===== src/rtl/booth_mul_seq.sv =====
// booth_mul_seq: sequential radix-2 Booth multiplier with a start/busy/done handshake.
// Latency: done is high in the cycle after edge E0+ITER (E0 = the edge that accepts start);
//   one op per ITER+2 cycles.
// Backpressure: none. start is sampled only in IDLE and ignored while busy; no queueing.
//
// Ports:
//   clk        system clock, rising edge
//   rst_n      asynchronous active-low reset; discards any in-flight op
//   start      request, sampled only in IDLE
//   is_signed  (only with MUL_UNSIGNED_EN) 1 = signed operands, 0 = unsigned; sampled with start
//   a          multiplicand
//   b          multiplier
//   busy       high in RUN and DONE
//   done       one-cycle pulse; result is valid from this cycle
//   result     2*WIDTH-bit product, registered, held until the next completion
//
// Optional feature: define MUL_UNSIGNED_EN to add the is_signed port. With it,
// operands are widened to WIDTH+1 bits and ITER = WIDTH+1 in both modes, so
// latency does not depend on signedness. Without it, operands are always
// signed and ITER = WIDTH.

module booth_mul_seq #(
  parameter int WIDTH = 8
) (
  input  logic                 clk,
  input  logic                 rst_n,
  input  logic                 start,
`ifdef MUL_UNSIGNED_EN
  input  logic                 is_signed,
`endif
  input  logic [WIDTH-1:0]     a,
  input  logic [WIDTH-1:0]     b,
  output logic                 busy,
  output logic                 done,
  output logic [2*WIDTH-1:0]   result
);

`ifdef MUL_UNSIGNED_EN
  localparam int ITER = WIDTH + 1;
`else
  localparam int ITER = WIDTH;
`endif
  // The multiplier register holds exactly one bit per Booth step.
  localparam int QW = ITER;
  localparam int CW = $clog2(ITER + 1);

  typedef enum logic [1:0] {
    IDLE = 2'd0,
    RUN  = 2'd1,
    DONE = 2'd2
  } state_t;

  state_t              state_q;
  // The accumulator is one bit wider than the operand, so -(-2^(W-1)) does not wrap.
  logic [WIDTH:0]      acc_q;
  logic [WIDTH:0]      m_q;
  logic [QW-1:0]       q_q;
  logic                q1_q;
  logic [CW-1:0]       cnt_q;
  logic [2*WIDTH-1:0]  result_q;
  logic                busy_q;
  logic                done_q;

  // Operand extension applied at capture time.
  logic [WIDTH:0]      a_ext;
  logic [QW-1:0]       b_ext;

`ifdef MUL_UNSIGNED_EN
  always_comb begin
    a_ext = {is_signed & a[WIDTH-1], a};
    b_ext = {is_signed & b[WIDTH-1], b};
  end
`else
  always_comb begin
    a_ext = {a[WIDTH-1], a};
    b_ext = b;
  end
`endif

  // One Booth step: add or subtract m, then shift {acc,q,q_1} right arithmetically.
  logic [WIDTH:0]      sum_d;
  logic [WIDTH:0]      acc_d;
  logic [QW-1:0]       q_d;
  logic                q1_d;
  logic [2*WIDTH-1:0]  result_d;

  always_comb begin
    sum_d = acc_q;
    case ({q_q[0], q1_q})
      2'b10:   sum_d = acc_q - m_q;
      2'b01:   sum_d = acc_q + m_q;
      default: sum_d = acc_q;
    endcase
    acc_d    = {sum_d[WIDTH], sum_d[WIDTH:1]};
    q_d      = {sum_d[0], q_q[QW-1:1]};
    q1_d     = q_q[0];
    // The full product is exact in the low 2*WIDTH bits of the shifted {acc,q}.
    result_d = (2*WIDTH)'({acc_d, q_d});
  end

  always_ff @(posedge clk or negedge rst_n) begin
    if (!rst_n) begin
      state_q  <= IDLE;
      acc_q    <= '0;
      m_q      <= '0;
      q_q      <= '0;
      q1_q     <= 1'b0;
      cnt_q    <= '0;
      result_q <= '0;
      busy_q   <= 1'b0;
      done_q   <= 1'b0;
    end else begin
      case (state_q)
        IDLE: begin
          done_q <= 1'b0;
          if (start) begin
            acc_q   <= '0;
            m_q     <= a_ext;
            q_q     <= b_ext;
            q1_q    <= 1'b0;
            cnt_q   <= CW'(ITER);
            busy_q  <= 1'b1;
            state_q <= RUN;
          end
        end
        RUN: begin
          acc_q <= acc_d;
          q_q   <= q_d;
          q1_q  <= q1_d;
          cnt_q <= cnt_q - CW'(1);
          // Last step: capture the product now and pulse done next cycle.
          if (cnt_q == CW'(1)) begin
            result_q <= result_d;
            done_q   <= 1'b1;
            state_q  <= DONE;
          end
        end
        DONE: begin
          done_q  <= 1'b0;
          busy_q  <= 1'b0;
          state_q <= IDLE;
        end
        default: begin
          done_q  <= 1'b0;
          busy_q  <= 1'b0;
          state_q <= IDLE;
        end
      endcase
    end
  end

  assign busy   = busy_q;
  assign done   = done_q;
  assign result = result_q;

endmodule


===== config.mk =====
export PLATFORM = sky130hd
export DESIGN_NAME = booth_mul_seq
export DESIGN_NICKNAME = d
export VERILOG_FILES = /design/src/rtl/booth_mul_seq.sv
export SDC_FILE = /design/constraint.sdc
export NUM_CORES = 1
export LEC_CHECK = 0
export ABC_CLOCK_PERIOD_IN_PS = 3300
export CORE_AREA = 4 4 81 83
export CTS_CLUSTER_SIZE = 24
export DETAILED_ROUTE_END_ITERATION = 7
export DIE_AREA = 0 0 85 87
export GPL_TIMING_DRIVEN = 0
export PLACE_DENSITY = 0.66
export SLEW_MARGIN = 20
export SYNTH_ARGS = -nofsm -noshare
export SYNTH_HDL_FRONTEND = slang
export SYNTH_SLANG_ARGS = --single-unit

===== constraint.sdc =====
create_clock -name clk -period 3.3 [get_ports clk]
set_input_delay 0.495 -clock clk [delete_from_list [all_inputs] [get_ports clk]]
set_output_delay 0.495 -clock clk [all_outputs]
set_load 0.01 [all_outputs]

==> results of run 1 <==
[how the worst max path moves through the flow]
stage                       from    endpoint  slack [ps]
after detailed placement  q_q[0]  result[15]         230
after CTS                 q_q[0]  result[15]         180
after global routing      q_q[0]  result[15]         120
final                     q_q[0]  result[15]         270
after floorplan           q_q[0]  result[15]         500
after global placement    q_q[0]  result[15]         240
[worst max-delay path, cell delays in order (launching register included)]
cell	delay, ps
dfrtp_1	390
inv_1	110
ha_1	150
clkbuf_1	290
mux2_1	440
fa_1	480
a211oi_2	280
o21ai_2	100
a211o_2	380
a211o_1	270
nand3_1	80
[report_power, final]
part / leakage [uW] / total (uW) / internal (uW) / switching, uW
sequential: 0.000612 / 1110 / 881 / 224
clock: 0.0000506 / 387 / 159 / 228
combinational: 0.000758 / 2120 / 955 / 1170
[metal layers]
metal  vias up  share of wire
met1       976           0.50
met3         8          0.030
met5         -              0
met2        32           0.45
li1       1040              -
met4         0          0.017
[cell usage in the layout, fill, tap and decap left out, types with 2 or more instances in the layout]
cell type        synthesis  layout
mux2i_1                  6       6
a21oi_1                 10      10
clkbuf_1                 9       9
o21ai_0                 11      11
nand2_1                 62      62
nor2_1                  13      13
a22oi_1                  6       6
xnor2_1                  3       3
inv_1                    9       9
nor4_1                   2       2
o41ai_1                  2       2
nand2b_1                 5       5
a31oi_1                  2       2
xor2_1                   8       8
or3_1                    2       2
nand3_1                  5       5
nor3_1                   3       3
clkbuf_8                 0       5
o21bai_1                 2       2
clkdlybuf4s50_1          0      35
a21o_1                   2       2
inv_2                    2       2
ha_1                    12      12
o21ai_2                  2       2
nor2b_1                  4       4
dfrtp_1                 49      49
a211o_1                  2       2
o21ai_1                 24      24
[logic make-up (layout without fill, tap and decap cells)]
family                     Yosys count  in the layout  synth area share
and+or+nand+nor                    103            103            0.1806
AOI/OAI and AO/OA                   70             70            0.1693
DFF                                 49             49            0.4809
buffers and inverters               21             66           0.03239
adders and majority gates           13             13           0.06673
xor gates and xnor gates            11             11           0.03779
muxes                                8              8           0.03239
[layout make-up]
type                    instances  area [um2]  share of cell area
clock inverters                 3       28.78            0.009218
clock buffers                   5       68.82             0.02204
flip-flops and latches         49        1226              0.3928
repair buffers                 37       375.4              0.1202
multi-input cells             205        1246              0.3992
plain buffers                  10       41.29             0.01323
well taps                      75       93.84             0.03006
inverters                      11       41.29             0.01323
[through the flow]
step / power, uW / cells
after global placement: 3171 / 386
after floorplan: 2606 / 275
after CTS: 3625 / 395
after detailed placement: 3229 / 387
after global routing: 3973 / 395
final: 3616 / 395
[registers in the layout (all words and copies together) (netlist names)]
| signal | cells |
|---|---|
| q1_q | 1 |
| busy | 1 |
| done | 1 |
| result | 16 |
| cnt_q | 4 |
| m_q | 8 |
| acc_q | 8 |
| q_q | 8 |
| state_q | 2 |
==> flow_summary.yaml, run 1 <==
final_layout:
  syn_to_final_growth_pct: 22.42
  final_nets: 351
  fill_cells: 541
  final_core_util: 0.5336
  antenna_cells: 0
  finalInstanceArea_um2: 3122
  layout-drive-gt1-share: 0.06563
floorplanning:
  die_area_um2: 7395
  initial_utilization: 0.4358
  io_pins: 37
  rows: 28
  die_x_um: 85
  core-area_um2: 5851
  fp.dieH_um: 87
global_route:
  grt-busiest-layer: "met2"
  grt.met2_usage: 0.2472
  antenna_found_initial: 0
  grt_max_degree: 33
  grt_pass1_vias: 1987
  met1_usage: 0.2280
  grt_usage: 0.1599
  overflow: 0
  use_met3: 0.02838
  grt_pass1_wl_um: 9542
synth:
  postSynthCellCount: 275
  ys_ff_latch: 49
  yosys.area.top_type_share: 0.4809
  ys_seq_area_frac: 0.4809
  yosysMostFrequentCell: "nand2_1"
  synth_edf_count: 0
  yosys-top-cells-area: "dfrtp_1 (48%), nand2_1 (9.1%), ha_1 (5.9%)"
  synth-main-ff-cell: "dfrtp_1"
  synth_nets: 307
  synth.distinct_cells: 44
  synth_largest_area_cell: "dfrtp_1"
  yosysWarnings: 0
  ys_async_sr_fraction: 1.000
  syn_area_um2: 2550
  syn_avg_cell_area_um2: 9.273
  synth_common_cells: "nand2_1 (62), dfrtp_1 (49), o21ai_1 (24)"
flow_run:
  cap_violations: 0
route:
  dr.pass1.iters: 4
  routed_wl_um: 5602
  wl_per_cell_um: 14.18
  via_count: 2056
  drtIter0Drc: 64
  drtAntennaViolNets: 0
  route.detailed.drc: 0
  vias_per_cell: 5.205
clock_tree:
  insertion_delay_ps: 310
  cts_max_level: 2
  ctsLongestPathBuffers: 2
  cts-resized-gates: 0
  numCtsBuffers: 5
  path_clk_slew_ps: 100
  cts_hold_buf: 0
  cts.sinks: 49
  cts_setup_buffers: 0
  cts_root_buffer: "clkbuf_8"
  cts_tree: "built"
place:
  place_hpwl_um: 4290
  placed_cell_area_um2: 3019
  pre_cts_ws_ps: 230.7
  gp_congestion: 0.8516
  port_buffers: 36
sta:
  rsz0062_at_grt: "no"
  worst_pin_slew_ps: 598.6
  fin_tns_setup_ps: 0
  slew_headroom: 0.6001
  period_minus_slack_ps: 3025
  clock_skew_ps: 9.202
  fmax_ghz: 0.3306
  post-route-period-util: 0.9167
  timing.final.max_slew_violations: 0
  holdWs_ps: 113.6
  layout_setup_ws_ps: 274.8
  final-setup-viol-count: 0
  finalHoldViolCount: 0
worst_setup_path:
  crit_fanout: 8
  r2r_end: "result[15]"
  r2r_start: "q_q[0]"
  r2r_slack_ps: 270
  r2r_cells: 10
  arrival_ps: 3280
  crit_type: "flop to flop"
  startpoint_type: "flop"
  crit_path_end_kind: "flop"
  cp.required_ps: 3550
hold_path:
  hold_class: "primary input to async pin"
power_and_ir_drop:
  powerDensity_nw_per_um2: 1158
  irDropWorstVdd_mv: 0.3999
  p_leak_uw: 0.001421
run_status:
  outcome: "finished, final reports clean"
No activity file was read; power rests on OpenSTA's default activity.
==> run 2, diff against run 1 <==
CTS_CLUSTER_DIAMETER = 50   (was unset)
==> results of run 2 <==
Same layout as run 1: the final DEF is identical, and so are final timing and power.
==> patch (settings of run 2) <==
Put one more register stage on the output `result`, without a reset. The value now appears one clock later. The other outputs are not delayed to match. Comments in the files are not updated.
--- a/src/rtl/booth_mul_seq.sv
+++ b/src/rtl/booth_mul_seq.sv
@@ -151,7 +151,9 @@
 
   assign busy   = busy_q;
   assign done   = done_q;
-  assign result = result_q;
+  always_ff @(posedge clk) begin
+    result <= result_q;
+  end
 
 endmodule
 
Function: changed (a bounded check fails within 10 cycles, from zero or initial values and one cycle with rst_n low).
==> patch against run 2 <==
Critical path depth is the same. Design area up 13%. Total power grew 22%. Count of clock-buffer cells in the layout rose by 6. Sequential cell count rose by 16. Setup slack better by 0.13 ns. Fmax increased by 4.4%. Sequential share of layout area grew 4.6 points. Area after synthesis is 12% higher. Die area did not move. Routed wire length rose by 3.6%. Highest routed layer unchanged.
==> patch: results (changes against run 2) <==
[clock_network]
cts-buffers-inserted=9  ; +4
insertion_delay_ns=0.33  ; +0.02 ns
clk_pin_slew_worst_paths_ns=0.07  ; -0.03 ns
cts-htree-levels=3  ; +1
ctsResizeCount=0  ; unchanged

[timing]
worst_slew_pin_slew_ns=0.642  ; +0.0430 ns
layout_min_cycle_time_ns=2.90  ; -0.127 ns
fin_skew_ns=0.00667  ; -0.00253 ns

[power_and_ir_drop]
ir_worst_vdd_uv=602  ; +50%
powerComb_mw=2.28  ; +8%
leakage_nw=1.56  ; +9.7%
power_mw=4.41  ; +22%

[routing]
vias_per_cell=5.33  ; +2.4%
avgRoutedWirePerCell_um=14.4  ; +1.5%
dr.first_iter.drc_count=88  ; +38%
wl_met2_mm=2.81  ; +12%
route.met3.wl_um=288  ; +71%
met1_length_mm=2.64  ; -6.6%

[finish]
num-multi-input-gates=191  ; -6.8%
multi_input_area_um2=1230  ; -1.4%
nClkBuffers=11  ; +6
buffer_area_share_pct=11.8  ; -1.6 points
clock_area_share_pct=5.58  ; +2.5 points
fillCellCount=503  ; -7.0%
final_cells=403  ; +2.0%
seq_area_share_pct=43.9  ; +4.6 points
seq_cells=65  ; +33%
layout.nets=355  ; +1.1%
buffers=45  ; -4.3%

[global_routing]
grt_pass1_vias=2204  ; +11%
grt_use_met2_pct=28.0  ; +3.2 points
grt_start_max_net_pins=33  ; unchanged
grt_use_met1_pct=22.4  ; -0.44 points
grt_pass1_wl_mm=10.1  ; +6.2%
grtUsageTotal_pct=17.4  ; +1.4 points
met3_usage_pct=5.20  ; +2.4 points

[worst_setup_path]
worstPathMaxFanout=6  ; -2
slowest_stage=or3_4
worstSetupStartpoint=m_q[3]$_DFFE_PN0P_
critPathMaxStageDelay_ns=0.42  ; -0.06 ns
cp_data_arrival_time_ns=3.16  ; -0.12 ns
worst_r2r_endpoint=acc_q[7]$_DFFE_PN0P_

[logic_synthesis]
synth_compound_area_share_pct=15.0  ; -2.0 points
ys_async_sr_fraction_pct=75.4  ; -25 points
synth_common_cells=dfrtp_1, nand2_1, o21ai_0
avgSynthCellArea_um2=10.4  ; +12%
yosysSeqAreaShare_pct=54.0  ; +5.9 points
synth_nets=308  ; +0.33%
ys_types=45  ; +2.3%
synth.area.top_cells=dfrtp_1, dfxtp_1, nand2_1

[place]
dp_worst_setup_slack_ns=0.422  ; +0.191 ns
hpwl_mm=4.17  ; -2.8%
place_congestion=0.869  ; +2.0%

[run_status]
outcome=finished, final reports clean

[patch: cell count changes after synthesis, moves of 3 or more]
cell and delta:
nand2b_1 -3, o21ai_1 -10, o21ai_0 +8, nand2_1 -16
mux2_1 +5, o22ai_1 +6, clkbuf_1 -4, dfxtp_1 +16
[patch: worst min path at each step]
stage / slack [ns] / cells past startpoint / from / to
global route: 0.10 / 1 / rst_n / busy$_DFFE_PN0P_
global placement: 0.35 / 0 / result_q[6]$_DFFE_PN0P_ / result[6]$_DFF_P_
finish: 0.09 / 1 / rst_n / busy$_DFFE_PN0P_
CTS: 0.1 / 1 / rst_n / acc_q[0]$_DFFE_PN0P_
detailed placement: 0.35 / 0 / result_q[6]$_DFFE_PN0P_ / result[6]$_DFF_P_
floorplan: 0.20 / 0 / rst_n / acc_q[0]$_DFFE_PN0P_
